<file path="src/rtl/l2_prefetch_fill.sv">
// l2_prefetch_fill: line fill engine feeding the L2 prefetch buffer write port.
// Fetches one line critical-word-first with wrap inside the line, forwards the
// critical longword for early cycle termination, and can chain one fill of the
// next sequential line.
module l2_prefetch_fill #(
  parameter int AW        = 28,
  parameter int LINE_LOG2 = 2,
  parameter bit PF_NEXT   = 1'b1
) (
  input  logic          CLK,
  input  logic          RST,
  input  logic          MissReq,
  input  logic [AW-1:0] MissA,
  input  logic          Abort,
  output logic          Busy,
  output logic          MB_REQ,
  output logic [AW-1:0] MB_A,
  input  logic          MB_ACK,
  input  logic [31:0]   MB_D,
  output logic          WR,
  output logic [AW-1:0] WRA,
  output logic [31:0]   WRD,
  output logic [3:0]    WRM,
  output logic          CritValid,
  output logic [31:0]   CritD
);

  typedef enum logic [2:0] {
    ST_IDLE  = 3'd0,
    ST_REQ   = 3'd1,
    ST_WAIT  = 3'd2,
    ST_NEXT  = 3'd3,
    ST_DRAIN = 3'd4
  } state_t;

  localparam logic [LINE_LOG2-1:0] LAST_WORD = {LINE_LOG2{1'b1}};
  localparam logic [AW-1:0]        LINE_INC  = {{(AW-1){1'b0}}, 1'b1} << LINE_LOG2;

  state_t               state_q, state_d;
  logic [AW-1:0]        base_q, base_d;
  logic [LINE_LOG2-1:0] offset_q, offset_d;
  logic [LINE_LOG2-1:0] count_q, count_d;
  logic                 crit_pend_q, crit_pend_d;
  logic                 demand_q, demand_d;
  logic                 busy_q, busy_d;
  logic                 mb_req_q, mb_req_d;
  logic [AW-1:0]        mb_a_q, mb_a_d;
  logic                 wr_q, wr_d;
  logic [AW-1:0]        wra_q, wra_d;
  logic [31:0]          wrd_q, wrd_d;
  logic [3:0]           wrm_q, wrm_d;
  logic                 crit_valid_q, crit_valid_d;
  logic [31:0]          crit_data_q, crit_data_d;
  logic [LINE_LOG2-1:0] word_idx_s;

  // Word index within the line; the narrow add wraps so it never carries into base.
  always_comb begin
    word_idx_s = offset_q + count_q;
  end

  // Next-state and registered-output computation for the fill sequencer.
  always_comb begin
    state_d      = state_q;
    base_d       = base_q;
    offset_d     = offset_q;
    count_d      = count_q;
    crit_pend_d  = crit_pend_q;
    demand_d     = demand_q;
    mb_req_d     = mb_req_q;
    mb_a_d       = mb_a_q;
    wr_d         = 1'b0;
    wra_d        = wra_q;
    wrd_d        = wrd_q;
    wrm_d        = 4'b0000;
    crit_valid_d = 1'b0;
    crit_data_d  = crit_data_q;

    case (state_q)
      ST_IDLE: begin
        if (MissReq) begin
          base_d      = {MissA[AW-1:LINE_LOG2], {LINE_LOG2{1'b0}}};
          offset_d    = MissA[LINE_LOG2-1:0];
          count_d     = {LINE_LOG2{1'b0}};
          crit_pend_d = 1'b1;
          demand_d    = 1'b1;
          state_d     = ST_REQ;
        end else begin
          state_d = ST_IDLE;
        end
      end

      ST_REQ: begin
        if (Abort) begin
          // No request is outstanding yet, so nothing needs draining.
          state_d = ST_IDLE;
        end else begin
          mb_req_d = 1'b1;
          mb_a_d   = base_q | {{(AW-LINE_LOG2){1'b0}}, word_idx_s};
          state_d  = ST_WAIT;
        end
      end

      ST_WAIT: begin
        if (Abort) begin
          if (MB_ACK) begin
            // Ack arriving with the abort is simply dropped.
            mb_req_d = 1'b0;
            state_d  = ST_IDLE;
          end else begin
            // Keep the bus request up until the bus completes it.
            state_d = ST_DRAIN;
          end
        end else if (MB_ACK) begin
          mb_req_d = 1'b0;
          wr_d     = 1'b1;
          wra_d    = mb_a_q;
          wrd_d    = MB_D;
          wrm_d    = 4'b1111;
          if (crit_pend_q) begin
            crit_valid_d = 1'b1;
            crit_data_d  = MB_D;
            crit_pend_d  = 1'b0;
          end else begin
            crit_pend_d = 1'b0;
          end
          count_d = count_q + {{(LINE_LOG2-1){1'b0}}, 1'b1};
          if (count_q == LAST_WORD) begin
            state_d = ST_NEXT;
          end else begin
            state_d = ST_REQ;
          end
        end else begin
          state_d = ST_WAIT;
        end
      end

      ST_NEXT: begin
        if (!Abort && (PF_NEXT == 1'b1) && demand_q) begin
          base_d   = base_q + LINE_INC;
          offset_d = {LINE_LOG2{1'b0}};
          count_d  = {LINE_LOG2{1'b0}};
          demand_d = 1'b0;
          state_d  = ST_REQ;
        end else begin
          state_d = ST_IDLE;
        end
      end

      ST_DRAIN: begin
        if (MB_ACK) begin
          mb_req_d = 1'b0;
          state_d  = ST_IDLE;
        end else begin
          state_d = ST_DRAIN;
        end
      end

      default: begin
        mb_req_d = 1'b0;
        state_d  = ST_IDLE;
      end
    endcase

    busy_d = (state_d != ST_IDLE);
  end

  // State and output registers with synchronous reset.
  always_ff @(posedge CLK) begin
    if (RST) begin
      state_q      <= ST_IDLE;
      base_q       <= {AW{1'b0}};
      offset_q     <= {LINE_LOG2{1'b0}};
      count_q      <= {LINE_LOG2{1'b0}};
      crit_pend_q  <= 1'b0;
      demand_q     <= 1'b0;
      busy_q       <= 1'b0;
      mb_req_q     <= 1'b0;
      mb_a_q       <= {AW{1'b0}};
      wr_q         <= 1'b0;
      wra_q        <= {AW{1'b0}};
      wrd_q        <= 32'h0000_0000;
      wrm_q        <= 4'b0000;
      crit_valid_q <= 1'b0;
      crit_data_q  <= 32'h0000_0000;
    end else begin
      state_q      <= state_d;
      base_q       <= base_d;
      offset_q     <= offset_d;
      count_q      <= count_d;
      crit_pend_q  <= crit_pend_d;
      demand_q     <= demand_d;
      busy_q       <= busy_d;
      mb_req_q     <= mb_req_d;
      mb_a_q       <= mb_a_d;
      wr_q         <= wr_d;
      wra_q        <= wra_d;
      wrd_q        <= wrd_d;
      wrm_q        <= wrm_d;
      crit_valid_q <= crit_valid_d;
      crit_data_q  <= crit_data_d;
    end
  end

  assign Busy      = busy_q;
  assign MB_REQ    = mb_req_q;
  assign MB_A      = mb_a_q;
  assign WR        = wr_q;
  assign WRA       = wra_q;
  assign WRD       = wrd_q;
  assign WRM       = wrm_q;
  assign CritValid = crit_valid_q;
  assign CritD     = crit_data_q;

endmodule

</file>
<file path="config.mk">
export PLATFORM = sky130hd
export DESIGN_NAME = l2_prefetch_fill
export DESIGN_NICKNAME = d
export VERILOG_FILES = /design/src/rtl/l2_prefetch_fill.sv
export SDC_FILE = /design/constraint.sdc
export NUM_CORES = 1
export LEC_CHECK = 0
export ABC_AREA = 1
export ABC_CLOCK_PERIOD_IN_PS = 2100
export BUFFER_PORTS_ARGS = -buffer_cell sky130_fd_sc_hd__buf_2
export CORE_MARGIN = 4
export CORE_UTILIZATION = 50
export DETAILED_ROUTE_END_ITERATION = 12
export GPL_TIMING_DRIVEN = 0
export PLACE_DENSITY = 0.81
export RECOVER_POWER = 100
export SLEW_MARGIN = 20
export SYNTH_ARGS = -nofsm -noshare
export SYNTH_HDL_FRONTEND = slang
export SYNTH_SLANG_ARGS = --single-unit
</file>
<file path="constraint.sdc">
create_clock -name CLK -period 2.1 [get_ports CLK]
set_input_delay 0.42 -clock CLK [delete_from_list [all_inputs] [get_ports CLK]]
set_output_delay 0.42 -clock CLK [all_outputs]
set_load 0.01 [all_outputs]
</file>
### Word-level counts from Yosys, hierarchy flattened

Index checks and enable logic that the tools add are counted.
W data, S select, Z words.

* reduce and logical (&&, ||, !) cells: 18
* mux-type cells: 29
* eq/ne operators: 11
* bitwise operators: 5
* $add $sub $neg: 3

Operators with widths (count)
* $mux W28: 2
* $pmux W28 S2: 1
* $add A28 B3 Y28 const B: 1
* $or A28 B2 Y28: 1
* $pmux W3 S5: 1
* $mux W2: 7
* $ne A2 B2 Y1 const B: 5
* $mux W1: 9
* $mux W3: 3
* $reduce_and A3 Y1: 3
* $reduce_and A4 Y1: 2
* $eq A3 B2 Y1 const B: 2
* $pmux W2 S3: 1
* $reduce_bool A3 Y1: 2
* $reduce_and A5 Y1: 1
* $mux W4: 1
* $not A1 Y1: 4
* $pmux W1 S2: 2
* $pmux W2 S2: 1
* $reduce_bool A2 Y1: 2
* $reduce_or A2 Y1: 2
* $reduce_or A4 Y1: 1
* $eq A3 B1 Y1 const B: 1
* $eq A3 B3 Y1 const B: 1
* other kinds (10): 10

* input port bits: 65
* output and inout bits: 128
* logic and storage cells: 81
* bits in registers: 165

### Logic depth before layout (Yosys ltp)

Gate-level depths: netlist of the first run.

* depth in word-level cells: 6
* depth in mapped cells: 11
* gate-level depth less buffers: 10

### Least setup slack after synthesis of the first run

No wires, ideal clock.

* kind: register -> register
* from: register base_q[3]
* to: register base_q[22]
* data required time: 1.968 ns
* setup slack: 0.672 ns
* stages on the path, launching flop included: 11
* period minus slack after synthesis: 1.428 ns
* data arrival time: 1.295 ns
* path through: dfxtp_1 ha_1 nand2_1 nor2_2 nand2_1 nor2_2 nand2_1 nand2_1 nand3_1 nand2_1 a21oi_1

* cells in the longest elaborated chain, start to end: 3

Ends and longest elaborated chain
* start: declaration: RTL line 40 `logic [AW-1:0] base_q, base_d;`
* start signal: assignment: RTL line 171 `base_q <= {AW{1'b0}};`
* start signal: assignment: RTL line 187 `base_q <= base_d;`
* $add A28 B3 Y28: RTL line 139 `base_d = base_q + LINE_INC;`
* $mux W28: RTL line 138 `if (!Abort && (PF_NEXT == 1'b1) && demand_q) begin`
* $pmux W28 S2: RTL line 78 `case (state_q)`

Every way passes these cells. The select of a mux whose other input is x is not followed.
A chain may end at the register's enable or synchronous reset.

### Final worst setup path of the first run

* from: register state_q[0]
* to: register base_q[5]

* cells in the longest elaborated chain, start to end: 3
* elaborated cells between the ends (all ways): 7
* classes of those cells: eq/ne (3); mux (1); reduce/logical (3)

Ends and longest elaborated chain
* start: declaration: RTL line 39 `state_t state_q, state_d;`
* start signal: assignment: RTL line 186 `state_q <= state_d;`
* $eq A3 B2 Y1 or $logic_not A3 Y1 (tied branches): RTL line 78
* $ne A2 B2 Y1 (no line) or $reduce_bool A2 Y1 (tied branches)
* $reduce_and A3 Y1 (no line)

Parallel ways exist; a longest one is shown, timed or not.

==> results of run 1 <==
sequential cells by signal, indices dropped and copies added (netlist names), 2 cells and up:
register	cells
WRA	28
state_q	3
CritD	32
count_q	2
base_q	26
MB_A	28
WRD	32
offset_q	2
layout make-up:
class	count	area share
plain buffers	55	0.0347
clock buffers	22	0.0595
clock inverters	7	0.0110
inverters	47	0.0225
multi-input cells	605	0.345
flip-flops and latches	159	0.399
well taps	172	0.0270
repair buffers	191	0.100
worst max-delay path: cells and delay by family (launching register included):
family                 cells  cell delay, ns
AND/OR/NAND/NOR            4            0.63
buffers and inverters      2            0.43
flip-flops                 1            0.39
AO/OA/AOI/OAI              2            0.33
power groups by stage:
stage / combinational [mW] / sequential [mW] / clock, mW
floorplan: 0.286 / 3.27 / 0
global placement: 0.512 / 3.27 / 0
detailed placement: 0.521 / 3.27 / 0
CTS: 0.526 / 3.21 / 2.98
global route: 0.580 / 3.23 / 3.12
finish: 0.513 / 3.21 / 2.96
synth_stat cells:
cell	n	area (sq um)
o21ai_0	121	606
xor2_1	7	61.3
nor2_2	5	31.3
nand4_1	3	18.8
inv_2	4	15.0
nor3_1	3	15.0
nor2_4	1	11.3
buf_4	8	60.1
buf_6	5	56.3
a31oi_1	3	18.8
buf_1	1	3.75
ha_1	3	37.5
nand3b_1	1	7.51
buf_2	16	80.1
dfxtp_1	159	3180
nor2_8	1	20.0
o221a_2	1	11.3
nor2_1	229	860
nand2_2	2	12.5
nand2_1	94	353
nand3_1	34	170
or2_2	1	6.26
clkbuf_1	25	93.8
inv_1	42	158
inv_4	1	6.26
a211oi_1	7	52.6
o21ai_1	17	85.1
xnor2_1	4	35.0
a21oi_1	68	340
cell families (layout without fill, tap and decap cells):
family / count (synthesis) / in the layout / synth area share
simple gates: 374 / 374 / 0.235
compound gates: 217 / 217 / 0.174
flops: 159 / 159 / 0.497
buf+inv: 102 / 322 / 0.0738
xor+xnor: 11 / 11 / 0.0150
fa+ha+maj: 3 / 3 / 0.00586
per-layer routing:
layer | vias up | routed length, um | share of wire
met5 | - | 0 | 0
met4 | 0 | 427 | 0.022
met3 | 36 | 1500 | 0.078
met2 | 272 | 9070 | 0.47
met1 | 2949 | 8130 | 0.43
li1 | 3239 | - | -
path summary, 6_finish.rpt:
kind | to | slack [ns] | depth (start not counted)
worst max-delay path | base_q[5]$_SDFFE_PP0P_ | 0.19 | 8
worst min-delay path | CritD[31]$_SDFFE_PP0P_ | 0.23 | 3
worst max register to register | base_q[5]$_SDFFE_PP0P_ | 0.19 | 8
worst min register to register | WRA[8]$_SDFFE_PP0P_ | 0.48 | 2
==> results.txt, run 1 <==
Overall power -> 6.69 mW
Most Crowded Layer GR -> met2
Multi-input gate area -> 2750 sq um
Slew margin rel. -> 0.606
Post-cts resize count -> 0
Total die area -> 14700 sq um
GRT overflow -> 0
Yosys warning total -> 0
H-Tree Depth -> 4
P_int -> 5.11 mW
Max Cap Violations -> 0
Status -> finished clean
Util after Layout -> 0.634
Fillers -> 1228
Global routing usage on met1 -> 0.323
Worst slew pin tran -> 0.591 ns
Post-CTS Setup Inserts -> 0
Arrival @ worst endpoint -> 2.21 ns
Startpoint types -> flip-flop
Wire length of the first global-routing pass -> 29.9 mm
Clock buffer depth -> 2
DPL Wire Length -> 14.3 mm
Clock sink count -> 159
Post-synthesis cell count -> 866
Sw frac -> 0.235
Final ANT Viol Nets -> 0
Synth unique cells -> 29
Pin count of the biggest net entering global routing -> 17
Clock Power Share -> 0.443
HP Start -> MB_D[31]
Cell area after synthesis -> 6410 sq um
Post-Layout Cell Count -> 1258
Synth Register Bits -> 159
Syn Area/Cell -> 7.40 sq um
TritonRoute pass-1 iters -> 6
Hold WC Path Type -> input port to flip-flop
Synth Net Count -> 934
Tmin final -> 1.91 ns
Hold-fix buffers, CTS -> 0
Launch point of the critical path -> state_q[0]$_SDFF_PP0_
Global Route met3 Usage -> 0.0597
DRC marker count from the first detailed-route iteration -> 543
Height of the die -> 121 um
Clock transition at path regs -> 0.06 ns
Initial Utilization -> 0.510
Setup crit end kind -> flip-flop
Pins Over Slew Limit -> 0
Width of the die -> 121 um
Fin crit share -> 0.909
Post-route cell area -> 7970 sq um
Clock root cell -> clkbuf_16
Power per cell area -> 839 nW/um^2
Routability cong. -> 0.924
Antenna diodes -> 0
Core Rows -> 41
Combinational share of power -> 0.077
Delay of the slowest critical-path stage -> 0.39 ns
Endpoints failing hold -> 0
Slowest cell on the critical path -> dfxtp_1
Nets -> 1144
Critical Path RT -> 2.40 ns
Commonest cells after routing, fill and taps aside -> 229 x nor2_1, 159 x dfxtp_1, 156 x clkbuf_1, 131 x o21ai_0, 94 x nand2_1
Commonest non-fill, non-tap cell in the layout -> nor2_1
Top Ports -> 193
Post-place instance area -> 7580 sq um
Cell Chain, Critical Path -> nand2_1 -> nor2_2 -> nand3b_1 -> nand2_2 -> inv_1 -> clkbuf_2 -> a21oi_1 -> a21oi_1
Static leakage -> 3.21 nW
Port buffer count -> 191
CTS buffer count -> 17
Share of cells above drive strength 1 -> 0.122
Clk_lat worst skew -> 0.42 ns
Core ar. -> 12600 sq um
Post-DR vias/cell -> 5.16
# DRC -> 0
Sequential cell area -> 3180 sq um
Vias -> 6496
Syn-to-layout area delta -> 24.3%
RSZ-0062 raised after global routing -> no
Fin worst setup slack -> 0.191 ns
R2r startpoint -> state_q[0]$_SDFF_PP0_
Place WS -> 0.0691 ns
Reg power frac -> 0.480
Hold slack -> 0.228 ns
Global-route usage over all layers -> 0.258
Clk_skew -> 0.00574 ns
Peak VDD IR -> 0.000450 V
Placed insts -> 1229
CTS tree -> done
Most frequent CP cell -> a21oi_1
TNS Setup -> 0 ns
GR Layer Usage met2 -> 0.436
Psw -> 1.58 mW
Critical-path maximum fanout -> 10
Number of global-route vias before repair -> 5924
Routed wire length -> 19.1 mm
FMAX -> 524 MHz
Crit Path Class -> flip-flop to flip-flop
# setup viols final -> 0
Routed length per placed instance -> 15.2 um
Initial antenna violation count -> 0
Seq/Total Area, Yosys -> 0.497
No activity file was read; power rests on OpenSTA's default activity.
==> run 2, diff against run 1 <==
--- a/config.mk
+++ b/config.mk
@@ -6,7 +6,7 @@
 export NUM_CORES = 1
 export LEC_CHECK = 0
 export ABC_AREA = 1
-export ABC_CLOCK_PERIOD_IN_PS = 2100
+export ABC_CLOCK_PERIOD_IN_PS = 1900
 export BUFFER_PORTS_ARGS = -buffer_cell sky130_fd_sc_hd__buf_2
 export CORE_MARGIN = 4
 export CORE_UTILIZATION = 50
==> constraint.sdc (replaced) <==
create_clock -name CLK -period 1.9 [get_ports CLK]
set_input_delay 0.38 -clock CLK [delete_from_list [all_inputs] [get_ports CLK]]
set_output_delay 0.38 -clock CLK [all_outputs]
set_load 0.01 [all_outputs]
==> run 2 against run 1 <==
Against the previous run:
- wire length barely moved
- first-iteration DRC count rose by 10%
- global-route usage did not move
- non-clock buffer count did not move
==> results.txt, run 2 (synthesized netlist as in run 1, its figures left out) <==
Tmin final -> 1.80 ns
Syn-to-layout area delta -> 24.6%
Worst slew pin tran -> 0.593 ns
Fin crit share -> 0.946
Top Ports -> 193
Routability cong. -> 0.924
FMAX -> 557 MHz
Core ar. -> 12600 sq um
Peak VDD IR -> 0.000499 V
Post-DR vias/cell -> 5.15
Nets -> 1144
Delay of the slowest critical-path stage -> 0.40 ns
Initial Utilization -> 0.510
RSZ-0062 raised after global routing -> no
Clock sink count -> 159
GRT overflow -> 0
Pin count of the biggest net entering global routing -> 17
Final ANT Viol Nets -> 0
Share of cells above drive strength 1 -> 0.125
Status -> finished clean
DPL Wire Length -> 14.3 mm
Cell Chain, Critical Path -> nand2_1 -> nor2_2 -> nand3b_1 -> nand2_2 -> inv_2 -> buf_2 -> a21oi_1 -> a21oi_1
Post-place instance area -> 7580 sq um
Endpoints failing hold -> 0
Total die area -> 14700 sq um
DRC marker count from the first detailed-route iteration -> 599
Overall power -> 7.40 mW
Hold Crit Depth -> 3
Crit Path Class -> flip-flop to flip-flop
Routed length per placed instance -> 15.2 um
Most frequent CP cell -> a21oi_1
Clk_skew -> 0.00673 ns
Clock buffer depth -> 2
Number of global-route vias before repair -> 5924
Startpoint types -> flip-flop
Slowest cell on the critical path -> dfxtp_1
Setup crit end kind -> flip-flop
Post-route cell area -> 7990 sq um
Clock root cell -> clkbuf_16
# setup viols final -> 0
HP Start -> MB_D[31]
Hold WC Path Type -> input port to flip-flop
Antenna diodes -> 0
Global-route usage over all layers -> 0.258
Height of the die -> 121 um
Power per cell area -> 927 nW/um^2
Place WS -> -0.0909 ns
Max Cap Violations -> 0
Vias -> 6483
Static leakage -> 3.21 nW
Fin worst setup slack -> 0.103 ns
Critical Path RT -> 2.21 ns
Clk_lat worst skew -> 0.42 ns
Hold worst-path end -> CritD[31]$_SDFFE_PP0P_
R2R Path End -> base_q[27]$_SDFFE_PP0P_
Commonest cells after routing, fill and taps aside -> 228 x nor2_1, 159 x dfxtp_1, 154 x clkbuf_1, 135 x o21ai_0, 94 x nand2_1
Arrival @ worst endpoint -> 2.10 ns
CTS buffer count -> 17
Width of the die -> 121 um
# DRC -> 0
TritonRoute pass-1 iters -> 5
Port buffer count -> 191
Routed wire length -> 19.1 mm
Worst reg-to-reg setup slack -> 0.10 ns
Core Rows -> 41
Commonest non-fill, non-tap cell in the layout -> nor2_1
Post-CTS Setup Inserts -> 0
Slew margin rel. -> 0.605
Pins Over Slew Limit -> 0
Buf/Inv on CP -> 2
Critical path's top delay family -> simple AND/OR/NAND/NOR gates
Initial antenna violation count -> 0
CTS tree -> done
Reg2Reg Depth -> 8
R2r startpoint -> state_q[0]$_SDFF_PP0_
Clock transition at path regs -> 0.06 ns
Wire length of the first global-routing pass -> 29.9 mm
Critical-path maximum fanout -> 10
H-Tree Depth -> 4
[run 2: worst min-delay path: stages]
cell     delay (ns)
buf_2          0.10
nand2_1        0.05
nand2_1        0.04
[run 2: worst max path at each step]
stage                            from                       to  slack, ns  cells after the start
5_1_grt        base_q[3]$_SDFFE_PP0P_  base_q[22]$_SDFFE_PP0P_      0.004                     10
3_3_place_gp                      RST    MB_A[11]$_SDFFE_PP0N_      -0.05                      6
2_1_floorplan  base_q[3]$_SDFFE_PP0P_  base_q[22]$_SDFFE_PP0P_       0.47                     10
6_report        state_q[0]$_SDFF_PP0_  base_q[27]$_SDFFE_PP0P_       0.10                      8
3_5_place_dp                      RST    CritD[1]$_SDFFE_PP0P_      -0.09                      6
4_1_cts        base_q[3]$_SDFFE_PP0P_  base_q[20]$_SDFFE_PP0P_       0.11                     10
[run 2: what timing repair did]
| item | in CTS | in global routing |
|---|---|---|
| hold buffers | 0 | 0 |
| endpoints found under the setup margin | 0 | 6 |
| resized for setup | 0 | 4 |
[run 2: cell type report]
cell class,instances,area [sq um]
plain buffers,55,277
clock buffers,22,474
clock inverters,7,87.6
fillers,1225,4580
inverters,47,179
multi-input cells,605,2770
flip-flops and latches,159,3180
well taps,172,215
repair buffers,191,801
[run 2: through the flow]
step	cells	hold slack (ns)	TNS, ns	utilization
CTS	1258	0.169	0	0.648
finish	1258	0.186	0	0.635
floorplan	866	0.441	0	-
detailed placement	1229	0.466	-0.710	0.603
global placement	1229	0.449	-0.266	0.603
global route	1258	0.203	0	0.635
[run 2: layer usage]
metal / routed length, um / vias to the layer above / global-route usage
li1: - / 3236 / -
met1: 8070 / 2951 / 0.323
met2: 9090 / 267 / 0.436
met3: 1590 / 29 / 0.0597
met4: 379 / 0 / 0.0903
met5: 0 / - / 0
[run 2: report_power, final]
part | internal (mW) | total [mW] | switching, mW | leakage, nW
Clock | 2.01 | 3.28 | 1.27 | 0.277
Combinational | 0.204 | 0.568 | 0.365 | 1.64
Sequential | 3.45 | 3.55 | 0.107 | 1.29
Total | 5.65 | 7.40 | 1.74 | 3.21
